**src/rtl/sram_march_bist_ctrl_if.sv**
```systemverilog
// BIST port bundle between the March controller and one 1P SRAM macro.
//   en    BIST select (high while a run is in progress)
//   men   macro enable
//   wen   write enable
//   ren   read enable
//   addr  word address
//   din   write data
//   bm    per-bit write mask (1 = bit written)
//   dout  macro read data back to the controller
// master: the controller side; slave: the macro side.
interface sram_march_bist_ctrl_if #(
    parameter int ADDR_W = 9,
    parameter int DATA_W = 32
);
    logic              en;
    logic              men;
    logic              wen;
    logic              ren;
    logic [ADDR_W-1:0] addr;
    logic [DATA_W-1:0] din;
    logic [DATA_W-1:0] bm;
    logic [DATA_W-1:0] dout;

    modport master (output en, men, wen, ren, addr, din, bm, input dout);
    modport slave  (input en, men, wen, ren, addr, din, bm, output dout);
endinterface

```
**src/rtl/sram_march_bist_ctrl.sv**
```systemverilog
// March C- BIST sequencer for a single-port SRAM macro.
// Runs up(w0) up(r0,w1) up(r1,w0) down(r0,w1) down(r1,w0) up(r0) over every
// word, compares read data READ_LAT edges after capture, and records the
// first failing access.
//   clk        single clock, shared with the macro
//   rst_n      synchronous reset, active low
//   start      one-cycle start pulse, accepted in IDLE or DONE
//   abort      stops a run and returns to IDLE
//   busy       run in progress
//   done       run complete, held until the next accepted start
//   fail       sticky mismatch flag for the current run
//   fail_cnt   mismatch count, saturating
//   fail_addr  address of the first mismatch
//   fail_exp   expected word of the first mismatch
//   fail_dout  read data of the first mismatch
//   bist       BIST port towards the macro (master side)
//
// state   | meaning
// S_IDLE  | waiting for start, all BIST pins low
// S_RUN   | issuing March operations, one per cycle
// S_DRAIN | no ops, waiting for the last reads to be compared
// S_DONE  | run finished, results held
module sram_march_bist_ctrl #(
    parameter int                ADDR_W   = 9,
    parameter int                DATA_W   = 32,
    parameter int                READ_LAT = 1,
    parameter logic [DATA_W-1:0] PATTERN  = '0
) (
    input  logic                   clk,
    input  logic                   rst_n,
    input  logic                   start,
    input  logic                   abort,
    output logic                   busy,
    output logic                   done,
    output logic                   fail,
    output logic [15:0]            fail_cnt,
    output logic [ADDR_W-1:0]      fail_addr,
    output logic [DATA_W-1:0]      fail_exp,
    output logic [DATA_W-1:0]      fail_dout,
    sram_march_bist_ctrl_if.master bist
);

    typedef enum logic [1:0] {
        S_IDLE  = 2'd0,
        S_RUN   = 2'd1,
        S_DRAIN = 2'd2,
        S_DONE  = 2'd3
    } state_t;

    localparam logic [ADDR_W-1:0] ADDR_MAX   = '1;
    localparam logic [DATA_W-1:0] D0         = PATTERN;
    localparam logic [DATA_W-1:0] D1         = ~PATTERN;
    localparam logic [1:0]        DRAIN_INIT = 2'(READ_LAT - 1);

    state_t            state, state_d;
    logic [2:0]        elem, elem_d;
    logic [ADDR_W-1:0] addr_q, addr_d;
    logic              phase, phase_d;
    logic [1:0]        drain_cnt, drain_d;
    logic              op_d, start_ok, flush;

    logic              two_op, down, at_end, last_op;
    logic              is_wr, wr_one, rd_one;
    logic              men_d, wen_d, ren_d;
    logic [ADDR_W-1:0] pin_addr_d;
    logic [DATA_W-1:0] din_d, bm_d, exp_d;

    logic              men_q, wen_q, ren_q;
    logic [ADDR_W-1:0] pin_addr_q;
    logic [DATA_W-1:0] din_q, bm_q, exp_q;

    // elements 1..4 are read-then-write; 3 and 4 walk the address downwards
    assign two_op  = (elem != 3'd0) && (elem != 3'd5);
    assign down    = (elem == 3'd3) || (elem == 3'd4);
    assign at_end  = down ? (addr_q == '0) : (addr_q == ADDR_MAX);
    assign last_op = (elem == 3'd5) && (addr_q == ADDR_MAX);

    always_comb begin
        state_d  = state;
        elem_d   = elem;
        addr_d   = addr_q;
        phase_d  = phase;
        drain_d  = drain_cnt;
        op_d     = 1'b0;
        start_ok = 1'b0;
        flush    = 1'b0;
        unique case (state)
            S_IDLE, S_DONE: begin
                if (start && !abort) begin
                    state_d  = S_RUN;
                    elem_d   = 3'd0;
                    addr_d   = '0;
                    phase_d  = 1'b0;
                    op_d     = 1'b1;
                    start_ok = 1'b1;
                end
            end
            S_RUN: begin
                if (abort) begin
                    state_d = S_IDLE;
                    flush   = 1'b1;
                end else if (last_op) begin
                    state_d = S_DRAIN;
                    drain_d = DRAIN_INIT;
                end else begin
                    op_d = 1'b1;
                    if (two_op && !phase) begin
                        phase_d = 1'b1;
                    end else begin
                        phase_d = 1'b0;
                        if (at_end) begin
                            // element boundary: reload instead of wrapping
                            elem_d = elem + 3'd1;
                            addr_d = ((elem == 3'd2) || (elem == 3'd3)) ? ADDR_MAX : '0;
                        end else begin
                            addr_d = down ? (addr_q - 1'b1) : (addr_q + 1'b1);
                        end
                    end
                end
            end
            S_DRAIN: begin
                if (abort) begin
                    state_d = S_IDLE;
                    flush   = 1'b1;
                end else if (drain_cnt == 2'd0) begin
                    state_d = S_DONE;
                end else begin
                    drain_d = drain_cnt - 2'd1;
                end
            end
            default: state_d = S_IDLE;
        endcase
    end

    // pin values for the op presented after the coming edge
    always_comb begin
        is_wr      = (elem_d == 3'd0) || phase_d;
        wr_one     = (elem_d == 3'd1) || (elem_d == 3'd3);
        rd_one     = (elem_d == 3'd2) || (elem_d == 3'd4);
        men_d      = op_d;
        wen_d      = op_d && is_wr;
        ren_d      = op_d && !is_wr;
        pin_addr_d = op_d ? addr_d : '0;
        din_d      = wen_d ? (wr_one ? D1 : D0) : '0;
        bm_d       = wen_d ? '1 : '0;
        exp_d      = rd_one ? D1 : D0;
    end

    always_ff @(posedge clk) begin
        if (!rst_n) begin
            state      <= S_IDLE;
            elem       <= 3'd0;
            addr_q     <= '0;
            phase      <= 1'b0;
            drain_cnt  <= 2'd0;
            busy       <= 1'b0;
            done       <= 1'b0;
            men_q      <= 1'b0;
            wen_q      <= 1'b0;
            ren_q      <= 1'b0;
            pin_addr_q <= '0;
            din_q      <= '0;
            bm_q       <= '0;
            exp_q      <= '0;
        end else begin
            state      <= state_d;
            elem       <= elem_d;
            addr_q     <= addr_d;
            phase      <= phase_d;
            drain_cnt  <= drain_d;
            busy       <= (state_d == S_RUN) || (state_d == S_DRAIN);
            done       <= (state_d == S_DONE);
            men_q      <= men_d;
            wen_q      <= wen_d;
            ren_q      <= ren_d;
            pin_addr_q <= pin_addr_d;
            din_q      <= din_d;
            bm_q       <= bm_d;
            exp_q      <= exp_d;
        end
    end

    assign bist.en   = busy;
    assign bist.men  = men_q;
    assign bist.wen  = wen_q;
    assign bist.ren  = ren_q;
    assign bist.addr = pin_addr_q;
    assign bist.din  = din_q;
    assign bist.bm   = bm_q;

    // compare pipe: stage 0 loads at the edge the macro captures the read,
    // the last stage lines up with the edge at which dout is valid
    logic [READ_LAT-1:0] pv;
    logic [ADDR_W-1:0]   pa [READ_LAT];
    logic [DATA_W-1:0]   pe [READ_LAT];
    logic                mismatch;

    always_ff @(posedge clk) begin
        if (!rst_n || flush) begin
            pv <= '0;
        end else begin
            pv[0] <= ren_q;
            for (int k = 1; k < READ_LAT; k++) begin
                pv[k] <= pv[k-1];
            end
        end
        pa[0] <= pin_addr_q;
        pe[0] <= exp_q;
        for (int k = 1; k < READ_LAT; k++) begin
            pa[k] <= pa[k-1];
            pe[k] <= pe[k-1];
        end
    end

    assign mismatch = pv[READ_LAT-1] && !flush && (bist.dout != pe[READ_LAT-1]);

    always_ff @(posedge clk) begin
        if (!rst_n || start_ok) begin
            fail      <= 1'b0;
            fail_cnt  <= 16'd0;
            fail_addr <= '0;
            fail_exp  <= '0;
            fail_dout <= '0;
        end else if (mismatch) begin
            fail <= 1'b1;
            if (fail_cnt != 16'hFFFF) begin
                fail_cnt <= fail_cnt + 16'd1;
            end
            if (!fail) begin
                fail_addr <= pa[READ_LAT-1];
                fail_exp  <= pe[READ_LAT-1];
                fail_dout <= bist.dout;
            end
        end
    end

endmodule
```
**src/flat_wrapper.sv**
```systemverilog
// flat-port wrapper written by rule: the top's interface ports become plain ports
module sram_march_bist_ctrl_flat 
#(
    parameter int                ADDR_W   = 9,
    parameter int                DATA_W   = 32,
    parameter int                READ_LAT = 1,
    parameter logic [DATA_W-1:0] PATTERN  = '0
)
  (clk, rst_n, start, abort, busy, done, fail, fail_cnt, fail_addr, fail_exp, fail_dout, bist_en, bist_men, bist_wen, bist_ren, bist_addr, bist_din, bist_bm, bist_dout);
  sram_march_bist_ctrl_if #(.ADDR_W(ADDR_W), .DATA_W(DATA_W)) bist_i ();
  input  logic clk;
  input  logic rst_n;
  input  logic start;
  input  logic abort;
  output logic busy;
  output logic done;
  output logic fail;
  output logic [15:0] fail_cnt;
  output logic [ADDR_W-1:0] fail_addr;
  output logic [DATA_W-1:0] fail_exp;
  output logic [DATA_W-1:0] fail_dout;
  output wire logic [$bits(bist_i.en)-1:0] bist_en;
  output wire logic [$bits(bist_i.men)-1:0] bist_men;
  output wire logic [$bits(bist_i.wen)-1:0] bist_wen;
  output wire logic [$bits(bist_i.ren)-1:0] bist_ren;
  output wire logic [$bits(bist_i.addr)-1:0] bist_addr;
  output wire logic [$bits(bist_i.din)-1:0] bist_din;
  output wire logic [$bits(bist_i.bm)-1:0] bist_bm;
  input wire logic [$bits(bist_i.dout)-1:0] bist_dout;
  assign bist_en = bist_i.en;
  assign bist_men = bist_i.men;
  assign bist_wen = bist_i.wen;
  assign bist_ren = bist_i.ren;
  assign bist_addr = bist_i.addr;
  assign bist_din = bist_i.din;
  assign bist_bm = bist_i.bm;
  assign bist_i.dout = bist_dout;
  sram_march_bist_ctrl #(.ADDR_W(ADDR_W), .DATA_W(DATA_W), .READ_LAT(READ_LAT), .PATTERN(PATTERN)) u_core (.clk(clk), .rst_n(rst_n), .start(start), .abort(abort), .busy(busy), .done(done), .fail(fail), .fail_cnt(fail_cnt), .fail_addr(fail_addr), .fail_exp(fail_exp), .fail_dout(fail_dout), .bist(bist_i));
endmodule
```
**config.mk**
```make
export PLATFORM = sky130hd
export DESIGN_NAME = sram_march_bist_ctrl_flat
export DESIGN_NICKNAME = d
export VERILOG_FILES = /design/src/rtl/sram_march_bist_ctrl_if.sv /design/src/rtl/sram_march_bist_ctrl.sv /design/src/flat_wrapper.sv
export SDC_FILE = /design/constraint.sdc
export NUM_CORES = 1
export LEC_CHECK = 0
export CAP_MARGIN = 25
export CORE_MARGIN = 4
export CORE_UTILIZATION = 49
export CTS_CLUSTER_SIZE = 28
export DETAILED_ROUTE_END_ITERATION = 16
export PLACE_DENSITY = 0.92
export SLEW_MARGIN = 15
export SYNTH_ARGS = -nofsm -noshare
export SYNTH_HDL_FRONTEND = slang
export SYNTH_SLANG_ARGS = --single-unit
export TNS_END_PERCENT = 50
```
**constraint.sdc**
```tcl
create_clock -name clk -period 7.3 [get_ports clk]
set_input_delay 1.46 -clock clk [delete_from_list [all_inputs] [get_ports clk]]
set_output_delay 1.46 -clock clk [all_outputs]
set_load 0.01 [all_outputs]
```
======== Word-level counts from Yosys, hierarchy flattened ========
Memories as Yosys holds them, arrays and structs flattened. A register that Yosys moved wholly into a read port is not among the register bits.
Index checks and enable logic that the tools add are counted.
storage, ports and cells
  bits in registers ....................... 209
  bits in writable memories ............... 41
  input bits .............................. 36
  output and inout bits ................... 169
  memories ................................ 2
memories
  name       words  width  rd ports  clocked after Yosys merged registers in  write ports  RTL line                     text
  u_core.pe  1      32     1         0                                        1            sram_march_bist_ctrl.sv:195  logic [DATA_W-1:0] pe [READ_LAT];
  u_core.pa  1      9      1         1                                        1            sram_march_bist_ctrl.sv:194  logic [ADDR_W-1:0] pa [READ_LAT];
cells by class
  $add $sub $neg .......................... 5
  equality and inequality tests ........... 22
  multiplexer cells ....................... 41
  bitwise operators ....................... 1
  reduce and logical (&&, ||, !) cells .... 34
operators with widths
  cell                                                                 count
  32-bit two-way mux                                                   3
  9-bit two-way mux                                                    7
  32-bit inequality test                                               1
  2-bit two-way mux                                                    9
  9-bit one-hot mux with 2 select lines                                1
  16-bit by 1-bit adder with 16-bit output (second input constant)     1
  16-bit inequality test (second input constant)                       1
  3-bit two-way mux                                                    5
  3-bit by 2-bit == test with 1-bit output (second input constant)     4
  1-bit two-way mux                                                    11
  9-bit by 1-bit adder with 9-bit output (second input constant)       1
  3-bit == test (second input constant)                                3
  9-bit == test (second input constant)                                1
  9-bit zero test                                                      1
  9-bit by 1-bit subtractor with 9-bit output (second input constant)  1
  2-bit == test (second input constant)                                4
  1-bit logical AND                                                    8
  1-bit logical OR                                                     8
  2-bit AND reduction                                                  4
  2-bit inequality test (second input constant)                        3
  2-bit one-hot mux with 3 select lines                                1
  3-bit one-hot mux with 2 select lines                                1
  1-bit zero test                                                      5
  5-bit AND reduction                                                  1
  other kinds (14)                                                     18

======== Logic depth before layout (Yosys ltp) ========
Gate-level depths: netlist of run 1.
  depth after elaboration ................. 12
  gate-level depth with buffers ........... 10

======== Worst setup path after synthesis of run 1 ========
No wires, ideal clock.
  path kind ............................... input -> register
  start point ............................. input port bist_dout[10]
  end point ............................... register u_core.fail_exp[30] (read register of u_core.pe)
  library setup time ...................... 0.069 ns
  data arrival time ....................... 3.005 ns
  data required time ...................... 7.231 ns
  path slack .............................. 4.227 ns
  stages .................................. 8
  path through ............................ or4_1 -> nor4_1 -> o22ai_1 -> o211ai_2 -> buf_6 -> buf_6 -> nand3_1 -> o21ai_1
on the way
  cells in the longest elaborated chain, start to end .. 3
ends and longest elaborated chain
  element                        RTL line                     text
  start: declaration             flat_wrapper.sv:29           input wire logic [$bits(bist_i.dout)-1:0] bist_dout;
  32-bit inequality test         sram_march_bist_ctrl.sv:215  assign mismatch = pv[READ_LAT-1] && !flush && (bist.dout != pe[READ_LAT-1]);
  1-bit logical AND              sram_march_bist_ctrl.sv:215
  2-bit AND reduction (no line)  --
  end: declaration               sram_march_bist_ctrl.sv:38   output logic [DATA_W-1:0] fail_exp,
Every way passes these cells.
A chain may end at the register's enable or synchronous reset.

======== Worst setup path in the final report of run 1 ========
  start point ............................. input port bist_dout[2]
  end point ............................... register u_core.fail_addr[0] (read register of u_core.pa)
on the way
  cells in the longest elaborated chain, start to end .. 3
ends and longest elaborated chain
  element                        RTL line                     text
  32-bit inequality test         sram_march_bist_ctrl.sv:215
  1-bit logical AND              sram_march_bist_ctrl.sv:215
  2-bit AND reduction (no line)  --
  end: declaration               sram_march_bist_ctrl.sv:37   output logic [ADDR_W-1:0] fail_addr,
Every way passes these cells.

==> flow_summary.toml, run 1 <==
[die]
core_area_um2 = 11500
chipWidth_um = 117
die-area_um2 = 13700
die_y_um = 117
ios = 205
start_util_pct = 50.6
rows = 39

[timing]
fmax_mhz = 222
final_max_slew_viol_count = 0
rsz0062_at_grt = "no"
final.period_utilization_pct = 61.7
skew_ns = 0.00659
fin_setup_tns_ns = 0
hold_violations = 0
period_needed_ns = 4.50
worst_pin_slew_ns = 0.934
fin_ws_ns = 2.80
relSlewSlack_pct = 37.4
setup_viol = 0

[final_layout]
layout_commonest_cell = "clkdlybuf4s50_1"
area_growth_pct = 30.0
instances_no_fill = 923
final_cell_mix = "clkdlybuf4s50_1, dfxtp_1, nand2_1, nand3_1, o21ai_1"
fin_util_pct = 65.8
layout.nets = 828
antenna_cells = 0
drive_above_1_share_pct = 8.46

[worst_setup_path]
cp_max_fo = 53
crit_start = "bist_dout[2]"
rrSetupSlack_ns = 4.21
path_class = "input port to flop"
worstPathArrival_ns = 4.70
rr_endpoint = "u_core.fail_addr[0]$_SDFFE_PP0P_"
critical_path.startpoint_type = "input port"
r2r_start = "u_core.pe[0][30]$_DFF_P_"
reg2reg_depth = 6
required_ns = 7.49
cp-end-kind = "flop"

[drt]
vias_per_cell = 5.61
drtAntennaViolNets = 0
vias = 5178
drtIter0Drc = 512
dr.pass1.iters = 5
drt_wl_total_um = 15200
routedWlPerCell_um = 16.5
drc = 0

[place]
dpl.cell_count = 905
hpwl_um = 11100
place_ws_ns = 2.46
place_congestion = 0.864
io_buffers = 204

[clocking]
post_cts_resized = 0
cts_tree = "yes"
clkTransAtPathRegs_ns = 0.07
clkLatencyLatePin_ns = 0.34
cts.sink_count = 103
cts_setup_buffers = 0
ctsHoldBuffers = 0
cts_buffer_depth = 2
htreeDepth = 3
cts_root_buf = "clkbuf_16"
numCtsBuffers = 9

[yosys]
yosysWarnings = 0
syn_area_um2 = 5830
ys_ff_latch = 103
synth_ff_type = "dfxtp_1"
syn_nets = 737
synth-edff-count = 0
synth.distinct_cells = 75
synthCells = 684
synth_area_per_cell_um2 = 8.52
async_reset_ff_share_pct = 0
synth_seq_area_share_pct = 35.4

[run_status]
status = "completed"

[pwr]
p_leak_nw = 2.58
power.density_nw_per_um2 = 164
ir_drop_v = 0.000118

[min_path]
hold_end = "u_core.pe[0][30]$_DFF_P_"
min_path_type = "flop to flop"
worstHoldPathCells = 0
holdCritStartpoint = "u_core.exp_q[30]$_SDFF_PN0_"

[global_route]
grt_pass1_vias = 4481
antenna_found_initial = 0
grt_max_degree = 94
grt_pass1_wl_um = 22700
grt_use_total_pct = 20.5
grt_overflow = 0

[run]
maxCapViolCount = 0
-- cells by family (layout without fill, tap and decap cells) --
logic type,count (synthesis),in the layout,synth area share (%)
compound gates,145,145,17.2
xor+xnor,4,4,0.601
mux,5,5,0.966
buf+inv,142,238,16.5
simple gates,268,268,25.6
flops,103,103,35.4
fa+ha+maj,17,17,3.78
-- flip-flops by register name, indices dropped and copies added (netlist names), 2 cells and up --
signal / flops
u_core.pa: 9
u_core.fail_dout: 32
u_core.addr_q: 9
u_core.fail_addr: 9
u_core.state: 2
u_core.fail_cnt: 16
u_core.bist.addr: 9
u_core.drain_cnt: 2
u_core.elem: 3
-- cells in the mapped netlist, types with 5 or more instances --
master    count  area, um^2
nand3_1      50         250
and2_1       12        75.1
buf_6         8        90.1
a21oi_1      20         100
inv_1        13        48.8
or3_1        13        81.3
o21ai_2      15         131
o211ai_1      7        52.6
dfxtp_1     103        2060
a21o_1        5        37.5
o31ai_1       5        37.5
ha_1         16         200
nand4_1      10        62.6
nor2_1       12        45.0
o21ai_0      17        85.1
o21a_1        6        45.0
nand3_2      11         110
nand2_1      82         308
buf_4        97         728
nor2b_1       8        50.1
clkbuf_1     18        67.6
nor3_1       14        70.1
o21ai_1      28         140
or4_1        11        82.6
nor4_1       12        75.1
nand2b_1      8        50.1
-- where the power goes --
group / internal (mW) / total, mW / leakage (nW) / switching [mW]
registers: 0.564 / 0.566 / 0.830 / 0.00204
clock network: 0.364 / 0.571 / 0.179 / 0.206
logic: 0.0516 / 0.111 / 1.57 / 0.0591
total: 0.980 / 1.25 / 2.58 / 0.268
-- metal layers --
layer	wire, um	up-vias	track usage (%)	share of wire, %
met3	1020	17	3.34	6.7
met5	0	-	0	0
met2	7680	200	36.0	50
met1	6340	2435	26.2	42
li1	-	2526	-	-
met4	208	0	5.73	1.4
-- worst max path at each step --
stage	end	slack, ns
5_1_grt	u_core.fail_addr[0]$_SDFFE_PP0P_	2.62
4_1_cts	u_core.fail_addr[0]$_SDFFE_PP0P_	2.80
3_3_place_gp	u_core.fail_addr[3]$_SDFFE_PP0P_	2.62
3_5_place_dp	u_core.fail_addr[0]$_SDFFE_PP0P_	2.46
6_report	u_core.fail_addr[0]$_SDFFE_PP0P_	2.80
2_1_floorplan	u_core.fail_exp[30]$_SDFFE_PP0P_	4.23
-- worst max-delay path, stage by stage --
cell,delay (ns)
clkdlybuf4s50_1,0.46
or4_1,0.56
nor4_1,0.38
o22ai_1,0.22
o211ai_4,0.78
buf_4,0.60
o21ai_0,0.21
-- final cells by class --
| type | count | area, um^2 |
|---|---|---|
| Inverter | 13 | 48.8 |
| Clock buffer | 12 | 267 |
| Multi-Input combinational cell | 439 | 2820 |
| Tap cell | 143 | 179 |
| Timing Repair Buffer | 209 | 2110 |
| Sequential cell | 103 | 2060 |
| Fill cell | 861 | 3930 |
| Clock inverter | 4 | 98.8 |
-- per-stage QoR --
stage	area, um^2	hold WS (ns)	total power [mW]
after detailed placement	7180	0.312	0.685
after floorplan	5830	0.310	0.642
after CTS	7550	0.337	1.25
after global placement	7170	0.311	0.683
after global routing	7580	0.353	1.28
final	7580	0.334	1.25
Note: power is estimated with default switching activity, not from simulation.
==> inputs of run 2 (changes only) <==
- CORE_UTILIZATION: 49 -> 41
- PLACE_DENSITY: 0.92 -> 0.83
- clock period: 7.3 -> 3.8 ns (I/O delays scaled with it)
==> flow_summary.toml, run 2 (synthesized netlist as in run 1, its figures left out) <==
[run_status]
status = "completed"

[drt]
dr.pass1.iters = 4
drt_wl_total_um = 14500
drtIter0Drc = 386
vias_per_cell = 5.17
vias = 4964
drtAntennaViolNets = 0
drc = 0
routedWlPerCell_um = 15.1

[final_layout]
drive_above_1_share_pct = 8.58
top_regs = "u_core.fail_dout (32), u_core.fail_cnt (16)"
layout_commonest_cell = "clkdlybuf4s50_1"
regMostFlops = "u_core.fail_dout"
layout.nets = 829
largest_reg_flops = 32
antenna_cells = 0
area_growth_pct = 29.9
final_cell_mix = "clkdlybuf4s50_1, dfxtp_1, nand2_1, nand3_1, o21ai_1"

[global_route]
grt_use_total_pct = 17.2
grt_pass1_vias = 4531
grt_overflow = 0
grt_max_degree = 85
antenna_found_initial = 0
grt_pass1_wl_um = 23200

[pwr]
ir_drop_v = 0.000281
power.density_nw_per_um2 = 294
p_leak_nw = 2.55

[clocking]
cts_setup_buffers = 0
post_cts_resized = 0
cts.sink_count = 103
cts_tree = "yes"
cts_buffer_depth = 2
clkTransAtPathRegs_ns = 0.07
ctsHoldBuffers = 0
numCtsBuffers = 9
cts_root_buf = "clkbuf_16"
htreeDepth = 3
clkLatencyLatePin_ns = 0.34

[timing]
period_needed_ns = 2.94
setup_viol = 0
rsz0062_at_grt = "no"
fin_setup_tns_ns = 0
final.period_utilization_pct = 77.5
skew_ns = 0.0112
worst_pin_slew_ns = 0.975
fmax_mhz = 340
fin_ws_ns = 0.855
hold-worst-slack_ns = 0.328
final_max_slew_viol_count = 0
hold_violations = 0
relSlewSlack_pct = 34.9

[die]
rows = 43
ios = 205
die_y_um = 127
core_area_um2 = 13900
chipWidth_um = 127
die-area_um2 = 16200
start_util_pct = 42.0

[place]
io_buffers = 204
hpwl_um = 10800
place_ws_ns = 0.471
place_congestion = 0.877

[worst_setup_path]
r2r_start = "u_core.elem[0]$_SDFF_PN0_"
cp_max_fo = 18
required_ns = 4.02
cp-end-kind = "flop"
crit_start = "u_core.elem[0]$_SDFF_PN0_"
path_class = "flop to flop"
critical_path.startpoint_type = "flop"
rrSetupSlack_ns = 0.86
worstPathArrival_ns = 3.16

[min_path]
min_path_type = "flop to flop"
holdCritStartpoint = "u_core.exp_q[30]$_SDFF_PN0_"

[run]
maxCapViolCount = 0
## run 2: changes by cell type in the layout (fill, tap and decap cells not counted), sizes merged
cell      before  now
clkinvlp       0    2
bufinv         3    1
clkinv         0    2
clkbuf        12   10
buf            5    6
## run 2: worst max-delay path, cell delays in order, from the launching register on
cell and delay [ns]:
dfxtp_1 0.42, inv_1 0.08, ha_1 0.21, mux2_4 0.37, ha_1 0.40, a211oi_1 0.26
a21oi_1 0.14, o41a_1 0.38, mux2i_1 0.14, nor4_1 0.33, nor2_1 0.09
## run 2: power by group
group          total (mW)  internal [mW]  leakage (nW)  switching (mW)
sequential           1.09           1.08         0.830         0.00801
combinational       0.207         0.0987          1.58           0.108
clock               0.933          0.531         0.145           0.402
## run 2: routing by layer
metal,GRT usage (%),vias to the layer above,routed length [um]
met1,23.0,2284,6650
met3,2.76,9,698
met5,0,-,0
met4,4.67,0,121
met2,28.9,126,7030
li1,-,2545,-
## run 2: area by class of cell
cell class,instances,area [um^2]
Fill cell,1236,6310
Multi-Input combinational cell,439,2820
Timing Repair Buffer,210,2110
Sequential cell,103,2060
Clock buffer,10,239
Tap cell,180,225
Clock inverter,6,67.6
Inverter,13,48.8
## run 2: per-stage QoR
| stage | utilization [%] | cells | power, mW | instance area (um^2) |
|---|---|---|---|---|
| floorplan | - | 684 | 1.23 | 5830 |
| finish | 54.6 | 961 | 2.23 | 7570 |
| CTS | 54.6 | 961 | 2.26 | 7570 |
| global route | 54.6 | 961 | 2.31 | 7570 |
| detailed placement | 52.4 | 945 | 1.32 | 7270 |
| global placement | 52.4 | 945 | 1.32 | 7270 |
## run 2: final timing paths
check,end,depth (start not counted)
worst min register to register,u_core.pe[0][30]$_DFF_P_,0
worst max register to register,u_core.bist.addr[8]$_SDFF_PN0_,10
worst min-delay path,u_core.pe[0][30]$_DFF_P_,0
worst max-delay path,u_core.bist.addr[8]$_SDFF_PN0_,10
==> inputs of run 3 (changes only) <==
- CORE_UTILIZATION: 41 -> 46
- PLACE_DENSITY: 0.83 -> 0.87
- clock period: 3.8 -> 2.8 ns (I/O delays scaled with it)
==> flow_summary.toml, run 3 (synthesized netlist as in run 1, its figures left out) <==
[timing]
final.period_utilization_pct = 94.3
period_needed_ns = 2.64
final_max_slew_viol_count = 0
rsz0062_at_grt = "no"
worst_pin_slew_ns = 0.797
setup_viol = 0
relSlewSlack_pct = 46.4
hold_violations = 0
fmax_mhz = 379
fin_ws_ns = 0.161
skew_ns = 0.00730
fin_setup_tns_ns = 0

[drt]
routedWlPerCell_um = 15.9
drtAntennaViolNets = 0
dr.pass1.iters = 5
drtIter0Drc = 560
drc = 0
vias = 5297
drt_wl_total_um = 15600
vias_per_cell = 5.38

[worst_setup_path]
cp.buffers_inverters = 1
cp-end-kind = "flop"
critical_path.startpoint_type = "flop"
path_class = "flop to flop"
required_ns = 3.03
cpPeakStageDelay_ns = 0.38
cp_max_fo = 10
crit_slowest_cell = "o41a_1"
critPathTopFamily = "compound AO/OA/AOI/OAI gates"
path_cells = "inv_1 > ha_1 > mux2_4 > ha_4 > a211oi_2 > a21oi_2 > o41a_1 > mux2i_1 > nor4_2 > nor2b_1"
worstPathArrival_ns = 2.87

[clocking]
clkLatencyLatePin_ns = 0.34
cts.sink_count = 103
cts_root_buf = "clkbuf_16"
numCtsBuffers = 9
htreeDepth = 3
cts_buffer_depth = 2
clkTransAtPathRegs_ns = 0.08
ctsHoldBuffers = 0
cts_tree = "yes"

[global_route]
grt_pass1_wl_um = 24400
grt_pass1_vias = 4804
grt_use_total_pct = 20.1
grt_overflow = 0
grt-busiest-layer = "met2"
use_met3_pct = 3.23
grt_max_degree = 44
met2_usage_pct = 35.3
grtUsageMet1_pct = 25.4
antenna_found_initial = 0

[place]
dpl.cell_count = 967
placed_cell_area_um2 = 7520
io_buffers = 204
place_ws_ns = -0.180
place_congestion = 0.894
hpwl_um = 11800

[min_path]
min_path_type = "flop to flop"

[final_layout]
instances_no_fill = 985
final_cell_mix = "clkdlybuf4s50_1, dfxtp_1, nand2_1, nand3_1, buf_4"
top_regs = "u_core.fail_dout (32), u_core.fail_cnt (16)"
drive_above_1_share_pct = 13.8
regMostFlops = "u_core.fail_dout"
design_area_um2 = 7880
layout.nets = 865
antenna_cells = 0
area_growth_pct = 35.1
largest_reg_flops = 32
layout_commonest_cell = "clkdlybuf4s50_1"

[die]
die-area_um2 = 14500
chipWidth_um = 121
ios = 205
rows = 40
start_util_pct = 47.7
core_area_um2 = 12200
die_y_um = 121

[run]
maxCapViolCount = 0

[pwr]
power.density_nw_per_um2 = 381
p_leak_nw = 2.73
ir_drop_v = 0.000283
p_total_mw = 3.00

[run_status]
status = "completed"
## run 3: cell count changes in the layout (fill, tap and decap cells not counted), sizes merged
cell and delta:
bufinv -1, clkbuf -1, clkinvlp -1, clkinv +1, buf +36, inv +2
## run 3: power by group
| part | total (mW) | switching [mW] | internal [mW] |
|---|---|---|---|
| clock | 1.21 | 0.591 | 0.624 |
| combinational | 0.312 | 0.160 | 0.153 |
| sequential | 1.47 | 0.00429 | 1.47 |
## run 3: path summary, 6_finish.rpt
path	cells after the start	start	slack, ns	end
min reg2reg	0	u_core.exp_q[30]$_SDFF_PN0_	0.34	u_core.pe[0][30]$_DFF_P_
min	0	u_core.exp_q[30]$_SDFF_PN0_	0.34	u_core.pe[0][30]$_DFF_P_
max reg2reg	10	u_core.elem[0]$_SDFF_PN0_	0.16	u_core.addr_q[8]$_SDFF_PN0_
max	10	u_core.elem[0]$_SDFF_PN0_	0.16	u_core.addr_q[8]$_SDFF_PN0_
## run 3: layer usage
layer	share of wire (%)	routed length [um]	vias to the layer above
li1	-	-	2618
met2	50	7870	181
met4	1.9	291	0
met5	0	0	-
met3	5.8	908	26
met1	42	6550	2472
## run 3: what timing repair did
item                                    in CTS  in global routing
setup buffers                                0                  2
hold endpoints to repair                     0                  0
gates resized for setup                      0                 11
endpoints found under the setup margin       0                  5
## run 3: final cells by class
type | count | area, um^2
Clock inverter | 7 | 66.3
Inverter | 13 | 48.8
Timing Repair Buffer | 246 | 2390
Fill cell | 998 | 4330
Clock buffer | 9 | 225
Tap cell | 168 | 210
Sequential cell | 103 | 2060
Multi-Input combinational cell | 439 | 2870
## run 3: stage by stage
stage               utilization (%)  hold slack, ns
floorplan                         -           0.310
global placement               61.6           0.311
detailed placement             61.6           0.318
CTS                            64.0           0.341
global route                   64.5           0.343
finish                         64.5           0.338
